File: config.mk
export PLATFORM = sky130hd
export DESIGN_NAME = seg_scan_driver_flat
export DESIGN_NICKNAME = d
export VERILOG_FILES = /design/src/rtl/seg_scan_driver_if.sv /design/src/rtl/seg_scan_driver.sv /design/src/flat_wrapper.sv
export SDC_FILE = /design/constraint.sdc
export NUM_CORES = 1
export LEC_CHECK = 0
export CAP_MARGIN = 20
export CORE_MARGIN = 5
export CORE_UTILIZATION = 39
export CTS_BUF_LIST = sky130_fd_sc_hd__clkbuf_4
export CTS_CLUSTER_DIAMETER = 30
export DETAILED_ROUTE_END_ITERATION = 16
export GPL_ROUTABILITY_DRIVEN = 0
export HOLD_SLACK_MARGIN = 0.06
export PLACE_DENSITY = 0.83
export SYNTH_ARGS = -nofsm -noshare
export SYNTH_HDL_FRONTEND = slang
export SYNTH_SLANG_ARGS = --single-unit
File: constraint.sdc
create_clock -name clk -period 1.9 [get_ports clk]
set_clock_uncertainty 0.05 [all_clocks]
set_input_delay 0.38 -clock clk [delete_from_list [all_inputs] [get_ports clk]]
set_output_delay 0.38 -clock clk [all_outputs]
set_load 0.02 [all_outputs]
File: src/rtl/seg_scan_driver_if.sv
// Display-side bundle between the processor top level and the seven-segment scan driver.
// The master drives the data words and switch; the slave returns the anode and segment lines.
interface seg_scan_driver_if;
   logic [31:0] inst;
   logic [31:0] alu_in;
   logic [31:0] pc_in;
   logic [2:0]  switch;
   logic [3:0]  enable;
   logic [6:0]  led_out;

   modport master (
      output inst, alu_in, pc_in, switch,
      input  enable, led_out
   );

   modport slave (
      input  inst, alu_in, pc_in, switch,
      output enable, led_out
   );
endinterface

File: src/rtl/seg_scan_driver.sv
// Four-digit multiplexed seven-segment driver with a per-frame snapshot and
// anti-ghost blanking at the start of each digit slot.
module seg_scan_driver #(
   parameter int REFRESH_DIV = 8,
   parameter int GHOST       = 2
) (
   input  logic              clk,
   input  logic              reset,
   seg_scan_driver_if.slave  bus
);

   localparam int             CW     = (REFRESH_DIV > 1) ? $clog2(REFRESH_DIV) : 1;
   localparam logic [CW-1:0]  LAST   = CW'(REFRESH_DIV - 1);
   localparam logic [CW-1:0]  GHOST_C = CW'(GHOST);

   logic [2:0]    sw_m;
   logic [2:0]    sw_s;
   logic [CW-1:0] cnt;
   logic [1:0]    d;
   logic [15:0]   snap;
   logic          blank;
   logic [3:0]    enable_q;
   logic [6:0]    led_q;

   logic          cnt_wrap;
   logic          frame_end;
   logic [31:0]   sel_word;
   logic [15:0]   sel_half;
   logic          in_ghost;
   logic [3:0]    enable_nxt;
   logic [6:0]    led_nxt;

   function automatic logic [6:0] hex7(input logic [3:0] n);
      case (n)
         4'h0:    hex7 = 7'b0000001;
         4'h1:    hex7 = 7'b1001111;
         4'h2:    hex7 = 7'b0010010;
         4'h3:    hex7 = 7'b0000110;
         4'h4:    hex7 = 7'b1001100;
         4'h5:    hex7 = 7'b0100100;
         4'h6:    hex7 = 7'b0100000;
         4'h7:    hex7 = 7'b0001111;
         4'h8:    hex7 = 7'b0000000;
         4'h9:    hex7 = 7'b0000100;
         4'hA:    hex7 = 7'b0001000;
         4'hB:    hex7 = 7'b1100000;
         4'hC:    hex7 = 7'b0110001;
         4'hD:    hex7 = 7'b1000010;
         4'hE:    hex7 = 7'b0110000;
         default: hex7 = 7'b0111000;
      endcase
   endfunction

   // switch is a board input with no relation to clk
   always_ff @(posedge clk or negedge reset) begin
      if (!reset) begin
         sw_m <= 3'b000;
         sw_s <= 3'b000;
      end else begin
         sw_m <= bus.switch;
         sw_s <= sw_m;
      end
   end

   assign cnt_wrap  = (cnt == LAST);
   assign frame_end = cnt_wrap && (d == 2'd3);

   always_ff @(posedge clk or negedge reset) begin
      if (!reset) begin
         cnt <= '0;
         d   <= 2'd0;
      end else if (cnt_wrap) begin
         cnt <= '0;
         d   <= d + 2'd1;
      end else begin
         cnt <= cnt + 1'b1;
      end
   end

   always_comb begin
      sel_word = 32'h0;
      case (sw_s[2:1])
         2'b00:   sel_word = bus.inst;
         2'b01:   sel_word = bus.alu_in;
         2'b10:   sel_word = bus.pc_in;
         default: sel_word = 32'h0;
      endcase
      sel_half = sw_s[0] ? sel_word[31:16] : sel_word[15:0];
   end

   // Snapshot only at frame end so a frame never mixes old and new data
   always_ff @(posedge clk or negedge reset) begin
      if (!reset) begin
         snap  <= 16'h0;
         blank <= 1'b1;
      end else if (frame_end) begin
         snap  <= sel_half;
         blank <= (sw_s[2:1] == 2'b11);
      end
   end

   assign in_ghost = (cnt < GHOST_C);

   always_comb begin
      enable_nxt = 4'hF;
      led_nxt    = 7'h7F;
      if (!in_ghost && !blank) begin
         enable_nxt[d] = 1'b0;
         led_nxt       = hex7(snap[{d, 2'b00} +: 4]);
      end
   end

   always_ff @(posedge clk or negedge reset) begin
      if (!reset) begin
         enable_q <= 4'hF;
         led_q    <= 7'h7F;
      end else begin
         enable_q <= enable_nxt;
         led_q    <= led_nxt;
      end
   end

   assign bus.enable  = enable_q;
   assign bus.led_out = led_q;

endmodule

File: src/flat_wrapper.sv
// flat-port wrapper written by rule: the top's interface ports become plain ports
module seg_scan_driver_flat 
#(
   parameter int REFRESH_DIV = 8,
   parameter int GHOST       = 2
)
  (clk, reset, bus_inst, bus_alu_in, bus_pc_in, bus_switch, bus_enable, bus_led_out);
  seg_scan_driver_if bus_i ();
  input  logic clk;
  input  logic reset;
  input wire logic [$bits(bus_i.inst)-1:0] bus_inst;
  input wire logic [$bits(bus_i.alu_in)-1:0] bus_alu_in;
  input wire logic [$bits(bus_i.pc_in)-1:0] bus_pc_in;
  input wire logic [$bits(bus_i.switch)-1:0] bus_switch;
  output wire logic [$bits(bus_i.enable)-1:0] bus_enable;
  output wire logic [$bits(bus_i.led_out)-1:0] bus_led_out;
  assign bus_i.inst = bus_inst;
  assign bus_i.alu_in = bus_alu_in;
  assign bus_i.pc_in = bus_pc_in;
  assign bus_i.switch = bus_switch;
  assign bus_enable = bus_i.enable;
  assign bus_led_out = bus_i.led_out;
  seg_scan_driver #(.REFRESH_DIV(REFRESH_DIV), .GHOST(GHOST)) u_core (.clk(clk), .reset(reset), .bus(bus_i));
endmodule
Word level (Yosys, flattened, before mapping)
Memory sizes are Yosys's and may differ from the RTL's.
Index checks and enable logic that the tools add are counted.
Operators by class
  add/subtract/negate cells: 2
  multipliers: 0
  div/mod/pow operators: 0
  order comparisons: 3
  equality and inequality tests: 5
  shift operators: 1
  multiplexer cells: 7
  bitwise logic cells: 1
  reduce and logical (&&, ||, !) cells: 6
Operator list (number)
  case mux 32 bit (3 select lines): 1
  2-to-1 mux 16 bit: 1
  variable part select 16 x 5 -> 4 bit: 1
  2-to-1 mux 7 bit: 1
  == test 2 bit, second input constant: 3
  2-to-1 mux 4 bit: 1
  inverter 4 bit: 1
  adder 3 x 1 -> 3 bit, second input constant: 1
  == test 3 bit, second input constant: 1
  logical AND 1 bit: 3
  less-than comparator 2 x 3 -> 1 bit, second input constant: 1
  less-than comparator 3 x 2 -> 1 bit, second input constant: 1
  2-to-1 mux 3 bit: 1
  adder 2 x 1 -> 2 bit, second input constant: 1
  demux 1 bit (select 2 bit): 1
  == test 2 x 1 -> 1 bit, second input constant: 1
  >= comparator 2 x 1 -> 1 bit, second input constant: 1
  logical NOT 1 bit: 2
  logical NOT 2 bit: 1
  2-to-1 mux 1 bit: 1
Word-level totals
  bits in registers: 39
  bits in latches: 0
  bits in writable memories: 0
  bits in read-only memories: 112
  input port bits: 101
  logic and storage cells: 34
  memories kept: 1
Memory list
  (no name shown): depth 16, bits a word 7, read ports 1, clocked after memory_dff 0, wr ports 0, RTL line seg_scan_driver.sv:34  | case (n)

Depth between registers and ports, before layout
Gate-level depths: netlist (run 1).
  depth in word-level cells: 6
  mapped depth: 7

Worst setup path after synthesis (run 1)
OpenSTA, ideal clock, no wires.
  path type: reg2reg
  from: register u_core.d[0]
  to: register u_core.led_q[1] (netlist: u_core.bus.led_out[1])
  setup time: 0.107 ns
  data arrival time: 1.790 ns
  required time: 1.743 ns
  path slack: -0.047 ns
  stages on the path, launching flop included: 7
  path buffers: 1
  clock period less this slack: 1.947 ns
  path through: dfrtp_1 > buf_6 > mux4_1 > ha_1 > mux2_4 > nand2_1 > o311ai_1
Between the ends
  word-level cells in the longest chain between the ends: 3
RTL lines
  from (decl): RTL line seg_scan_driver.sv:19  | logic [1:0] d;
  from (signal assigned): RTL line seg_scan_driver.sv:74  | d <= d + 2'd1;
  variable part select 16 x 5 -> 4 bit: RTL line seg_scan_driver.sv:109  | led_nxt = hex7(snap[{d, 2'b00} +: 4]);
  memory read (16 x 7 bit)
  2-to-1 mux 7 bit: RTL line seg_scan_driver.sv:107  | if (!in_ghost && !blank) begin
  named net u_core.led_nxt[1]: RTL line seg_scan_driver.sv:31  | logic [6:0] led_nxt;
  to (signal assigned): RTL line seg_scan_driver.sv:119  | led_q <= led_nxt;
  to (decl): RTL line seg_scan_driver.sv:23  | logic [6:0] led_q;
The timed path passes the listed nets, and every way through them passes these cells.
A chain may end at the register's enable or synchronous reset.

Final worst setup path (run 1)
Ends and elaborated chain as after synthesis.

==> run summary, run 1 <==
HOLD PATH
----------------------------------------------------------------------------------
Hold Crit Endpoint                                                    u_core.sw_s[0]
Type of the most critical hold path                                   flip-flop to flip-flop
Source of the worst hold timing path                                  u_core.sw_m[0]
Depth of the worst hold-timing path                                              0

ROUTING
----------------------------------------------------------------------------------
Final antenna-violating net count                                                0
Post-route met1 wirelength                                                 2.93 mm
Sum of routed wire length over all layers                                  7.07 mm
Detail Route met3 WL                                                        656 um
Avg Vias per Cell                                                             5.36
Uppermost layer routed                                                        met4
DRC Markers                                                                      0
Number of iterations in the first detailed-routing pass                          4
Total via count in the routed design                                          2296
Starting DRC count in detailed routing                                         201
Per-cell routed wire length                                                16.5 um
Wire length on met2                                                        3.35 mm

TIMING
----------------------------------------------------------------------------------
Final setup vio count                                                            0
Final period utilization                                                     96.6%
Min Tclk post-route                                                        1.84 ns
RSZ-0062 raised after global routing                                           yes
Least setup slack across all paths after layout                          0.0639 ns
Worst Max-Slew Pin Slew                                                   0.714 ns
Total count of max-transition violations in the final report                     0
Count of endpoints failing hold in the final timing report                       0
Hold slack final                                                          0.327 ns
Highest Clock Rate                                                         545 MHz
Worst slew margin relative to its limit                                      52.4%

PWR
----------------------------------------------------------------------------------
Largest voltage drop on the vdd net                                       0.322 mV
Static power due to leakage                                                1.61 nW
Cell Pwr Density                                                       558 nW/um^2

FINAL LAYOUT
----------------------------------------------------------------------------------
Non-filler instance count after layout                                         428
Count of fill cells added during filler insertion                              547
Synthesis-to-finish area growth                                              53.9%
Final-stage net count                                                          463
Total inserted antenna cells                                                     0
Utilization after layout                                                     61.0%
Share of final-layout standard cells stronger than drive strength 1          14.2%

WORST SETUP PATH
----------------------------------------------------------------------------------
Path depth of the worst reg2reg path                                             5
Element type at the critical path end                                    flip-flop
Data arrival at the endpoint of the critical path                          2.03 ns
Flop2flop setup slack                                                      0.06 ns
Endpoint of the worst-slack reg-to-reg timing path                    u_core.bus.led_out[1]
Worst flop-to-flop path startpoint                                     u_core.d[0]
Critical path class                                                   flip-flop to flip-flop
Maximum fanout count along the critical path                                     5
Type of origin of the critical path                                      flip-flop
Required time reported for the critical path endpoint                      2.09 ns

LOGIC SYNTHESIS
----------------------------------------------------------------------------------
Post-Syn Instances                                                             236
Number of synthesized register bits                                             39
Yosys warnings                                                                   0
Total nets after synthesis                                                     349
Sequential-to-total area share from yosys stat                               39.8%
Number of unique standard cell types used by synthesis                          34
Summed instance area of the synthesized netlist                          2490 um^2
Mean instance size in the synthesized netlist                            10.5 um^2

CLOCK TREE
----------------------------------------------------------------------------------
CTS clock-pin slew for the worst setup and hold paths                      0.12 ns
CTS H-tree lvls                                                                  2
Clock tree from TritonCTS                                                    built
Clk sink count                                                                  39
Root Buffer                                                           sky130_fd_sc_hd__clkbuf_4
Number of buffers inserted during clock tree synthesis                           5
Latest clock arrival within the worst-skew pair                            0.35 ns
Maximum root-to-sink buffer count                                                2

PLACED DESIGN
----------------------------------------------------------------------------------
Port-buffer cells                                                              111
Placed cell count                                                              415
Pre-CTS setup slack                                                     -0.0913 ns
Dpl hpwl                                                                   5.56 mm

FLOORPLANNING
----------------------------------------------------------------------------------
Num rows                                                                        29
Die Wd                                                                     89.9 um
Area of the die                                                          8070 um^2
Placeable core region                                                    6280 um^2
Boundary pin count                                                             112
Effective utilization at floorplan                                           39.6%
Die extent in y                                                            89.9 um

RUN STATUS
----------------------------------------------------------------------------------
Status                                                                finished, final reports clean

GRT
----------------------------------------------------------------------------------
Number of antenna violations at the first check in global routing                0
Total grt overflow                                                               0
Largest net degree at the start of global routing                               34
Total global-route track usage                                               17.4%
Number of global-route vias before repair                                     2393
First-pass GRT wire length                                                 11.8 mm

FLOW RUN
----------------------------------------------------------------------------------
Max_cap viols                                                                    0

[critical path, cell delays in order (launching register included)]
cell and delay, ns:
sky130_fd_sc_hd__dfrtp_2 0.43, sky130_fd_sc_hd__mux4_2 0.58, sky130_fd_sc_hd__ha_2 0.24, sky130_fd_sc_hd__mux2_4 0.27
sky130_fd_sc_hd__nand2_1 0.07, sky130_fd_sc_hd__o311ai_1 0.09
[state kept, by name (all words and copies together) (netlist names)]
register,cells
u_core.bus.enable,4
u_core.d,2
u_core.cnt,3
u_core.snap,16
u_core.sw_m,3
u_core.blank,1
u_core.sw_s,3
u_core.bus.led_out,7
[worst max path at each step]
stage / startpoint / to / slack, ns / cells past startpoint
finish: u_core.d[0] / u_core.bus.led_out[1] / 0.06 / 5
global route: u_core.d[0] / u_core.bus.led_out[1] / -0.008 / 5
CTS: u_core.d[0] / u_core.bus.led_out[1] / 0.007 / 5
detailed placement: u_core.sw_s[2] / u_core.snap[2] / -0.09 / 4
global placement: u_core.d[0] / u_core.bus.led_out[1] / 0.01 / 5
floorplan: u_core.d[0] / u_core.bus.led_out[1] / 0.04 / 6
[cell usage after synthesis]
| cell type | n | share of area, % |
|---|---|---|
| sky130_fd_sc_hd__mux2_4 | 1 | 0.60 |
| sky130_fd_sc_hd__buf_6 | 3 | 1.4 |
| sky130_fd_sc_hd__o21ai_0 | 3 | 0.60 |
| sky130_fd_sc_hd__mux2i_1 | 34 | 14 |
| sky130_fd_sc_hd__o211ai_1 | 17 | 5.1 |
| sky130_fd_sc_hd__buf_1 | 1 | 0.15 |
| sky130_fd_sc_hd__a21oi_1 | 5 | 1.0 |
| sky130_fd_sc_hd__nand2b_2 | 1 | 0.35 |
| sky130_fd_sc_hd__mux4_1 | 2 | 2.1 |
| sky130_fd_sc_hd__mux2_2 | 1 | 0.45 |
| sky130_fd_sc_hd__nand2_1 | 25 | 3.8 |
| sky130_fd_sc_hd__o22ai_1 | 1 | 0.25 |
| sky130_fd_sc_hd__ha_1 | 12 | 6.0 |
| sky130_fd_sc_hd__a32o_1 | 16 | 6.4 |
| sky130_fd_sc_hd__a31oi_1 | 1 | 0.25 |
| sky130_fd_sc_hd__or2_2 | 1 | 0.25 |
| sky130_fd_sc_hd__o221ai_1 | 1 | 0.35 |
| sky130_fd_sc_hd__dfstp_2 | 12 | 13 |
| sky130_fd_sc_hd__mux4_2 | 2 | 1.8 |
| sky130_fd_sc_hd__buf_4 | 2 | 0.60 |
| sky130_fd_sc_hd__inv_1 | 5 | 0.75 |
| sky130_fd_sc_hd__xor2_1 | 1 | 0.35 |
| sky130_fd_sc_hd__o31a_1 | 1 | 0.35 |
| sky130_fd_sc_hd__nor2b_1 | 2 | 0.50 |
| sky130_fd_sc_hd__o311ai_1 | 1 | 0.35 |
| sky130_fd_sc_hd__clkbuf_1 | 10 | 1.5 |
| sky130_fd_sc_hd__nand3_1 | 1 | 0.20 |
| sky130_fd_sc_hd__buf_2 | 5 | 1.0 |
| sky130_fd_sc_hd__a211o_1 | 16 | 5.6 |
| sky130_fd_sc_hd__o21ai_1 | 1 | 0.20 |
| sky130_fd_sc_hd__and3b_1 | 1 | 0.35 |
| sky130_fd_sc_hd__nand2b_1 | 1 | 0.25 |
| sky130_fd_sc_hd__dfrtp_1 | 27 | 27 |
| sky130_fd_sc_hd__nor2_1 | 23 | 3.5 |
[kinds of logic after synthesis]
| kind of cell | share of synthesized area (%) |
|---|---|
| AO/OA/AOI/OAI | 20.6 |
| XOR/XNOR | 0.352 |
| adder cells (fa/ha/maj) | 6.04 |
| buffers and inverters | 5.38 |
| flip-flops | 39.8 |
| multiplexers | 18.7 |
| AND/OR/NAND/NOR | 9.15 |
[area by class of cell]
type | instances | area, um^2 | area share (%)
repair buffers | 128 | 1250 | 32.6
inverters | 5 | 18.8 | 0.490
clock buffers | 5 | 37.5 | 0.980
flip-flops and latches | 39 | 993 | 25.9
well taps | 77 | 96.3 | 2.52
multi-input cells | 171 | 1370 | 35.7
clock inverters | 3 | 67.6 | 1.76
[per-layer routing]
| layer | track usage [%] | up-vias |
|---|---|---|
| met4 | 5.58 | 0 |
| met1 | 22.7 | 1069 |
| met3 | 4.51 | 12 |
| met2 | 28.4 | 107 |
| li1 | - | 1108 |
| met5 | 0 | - |
[through the flow]
step | total power, mW | instance area, um^2 | TNS (ns)
2_1_floorplan | 1.16 | 2480 | 0
3_3_place_gp | 1.42 | 3670 | 0
3_5_place_dp | 1.44 | 3670 | -1.05
4_1_cts | 2.14 | 3800 | 0
5_1_grt | 2.24 | 3830 | -0.0152
6_report | 2.14 | 3830 | 0
[timing repair]
| item | CTS | global route |
|---|---|---|
| endpoints found under the setup margin | 28 | 5 |
| resized for setup | 14 | 1 |
| pin swaps | 0 | 0 |
| buffers inserted | 2 | 2 |
| endpoints found under the hold margin | 15 | 0 |
| hold buffers | 1 | 0 |
[placed cells by master (no fill, tap or decap), types with 2 or more instances in the layout]
master                            count
sky130_fd_sc_hd__nand2_1             25
sky130_fd_sc_hd__mux2i_1             34
sky130_fd_sc_hd__o21ai_0              3
sky130_fd_sc_hd__a21oi_1              5
sky130_fd_sc_hd__inv_1                5
sky130_fd_sc_hd__ha_2                 2
sky130_fd_sc_hd__bufinv_16            2
sky130_fd_sc_hd__clkbuf_4             5
sky130_fd_sc_hd__dfstp_2             12
sky130_fd_sc_hd__dfrtp_2              2
sky130_fd_sc_hd__a211o_1             16
sky130_fd_sc_hd__dlygate4sd2_1       11
sky130_fd_sc_hd__buf_12               2
sky130_fd_sc_hd__buf_4               14
sky130_fd_sc_hd__o211ai_1            17
sky130_fd_sc_hd__ha_1                10
sky130_fd_sc_hd__clkdlybuf4s50_1     99
sky130_fd_sc_hd__a32o_1              16
sky130_fd_sc_hd__dfrtp_1             25
sky130_fd_sc_hd__nor2_1              23
sky130_fd_sc_hd__mux4_2               4
[power by group]
| group | internal (mW) | switching, mW |
|---|---|---|
| combinational | 0.338 | 0.199 |
| sequential | 0.873 | 0.0328 |
| clock | 0.409 | 0.282 |
| total | 1.62 | 0.515 |
Note: power is estimated with default switching activity, not from simulation.
==> run 2, diff against run 1 <==
- CTS_CLUSTER_DIAMETER: 30 -> 200
==> results of run 2 <==
The final DEF is identical to that of run 1; final timing and power are the same.
==> run 3, diff against run 2 <==
- CTS_CLUSTER_DIAMETER: 200 -> 80
==> results of run 3 <==
The final DEF is identical to that of run 1; final timing and power are the same.
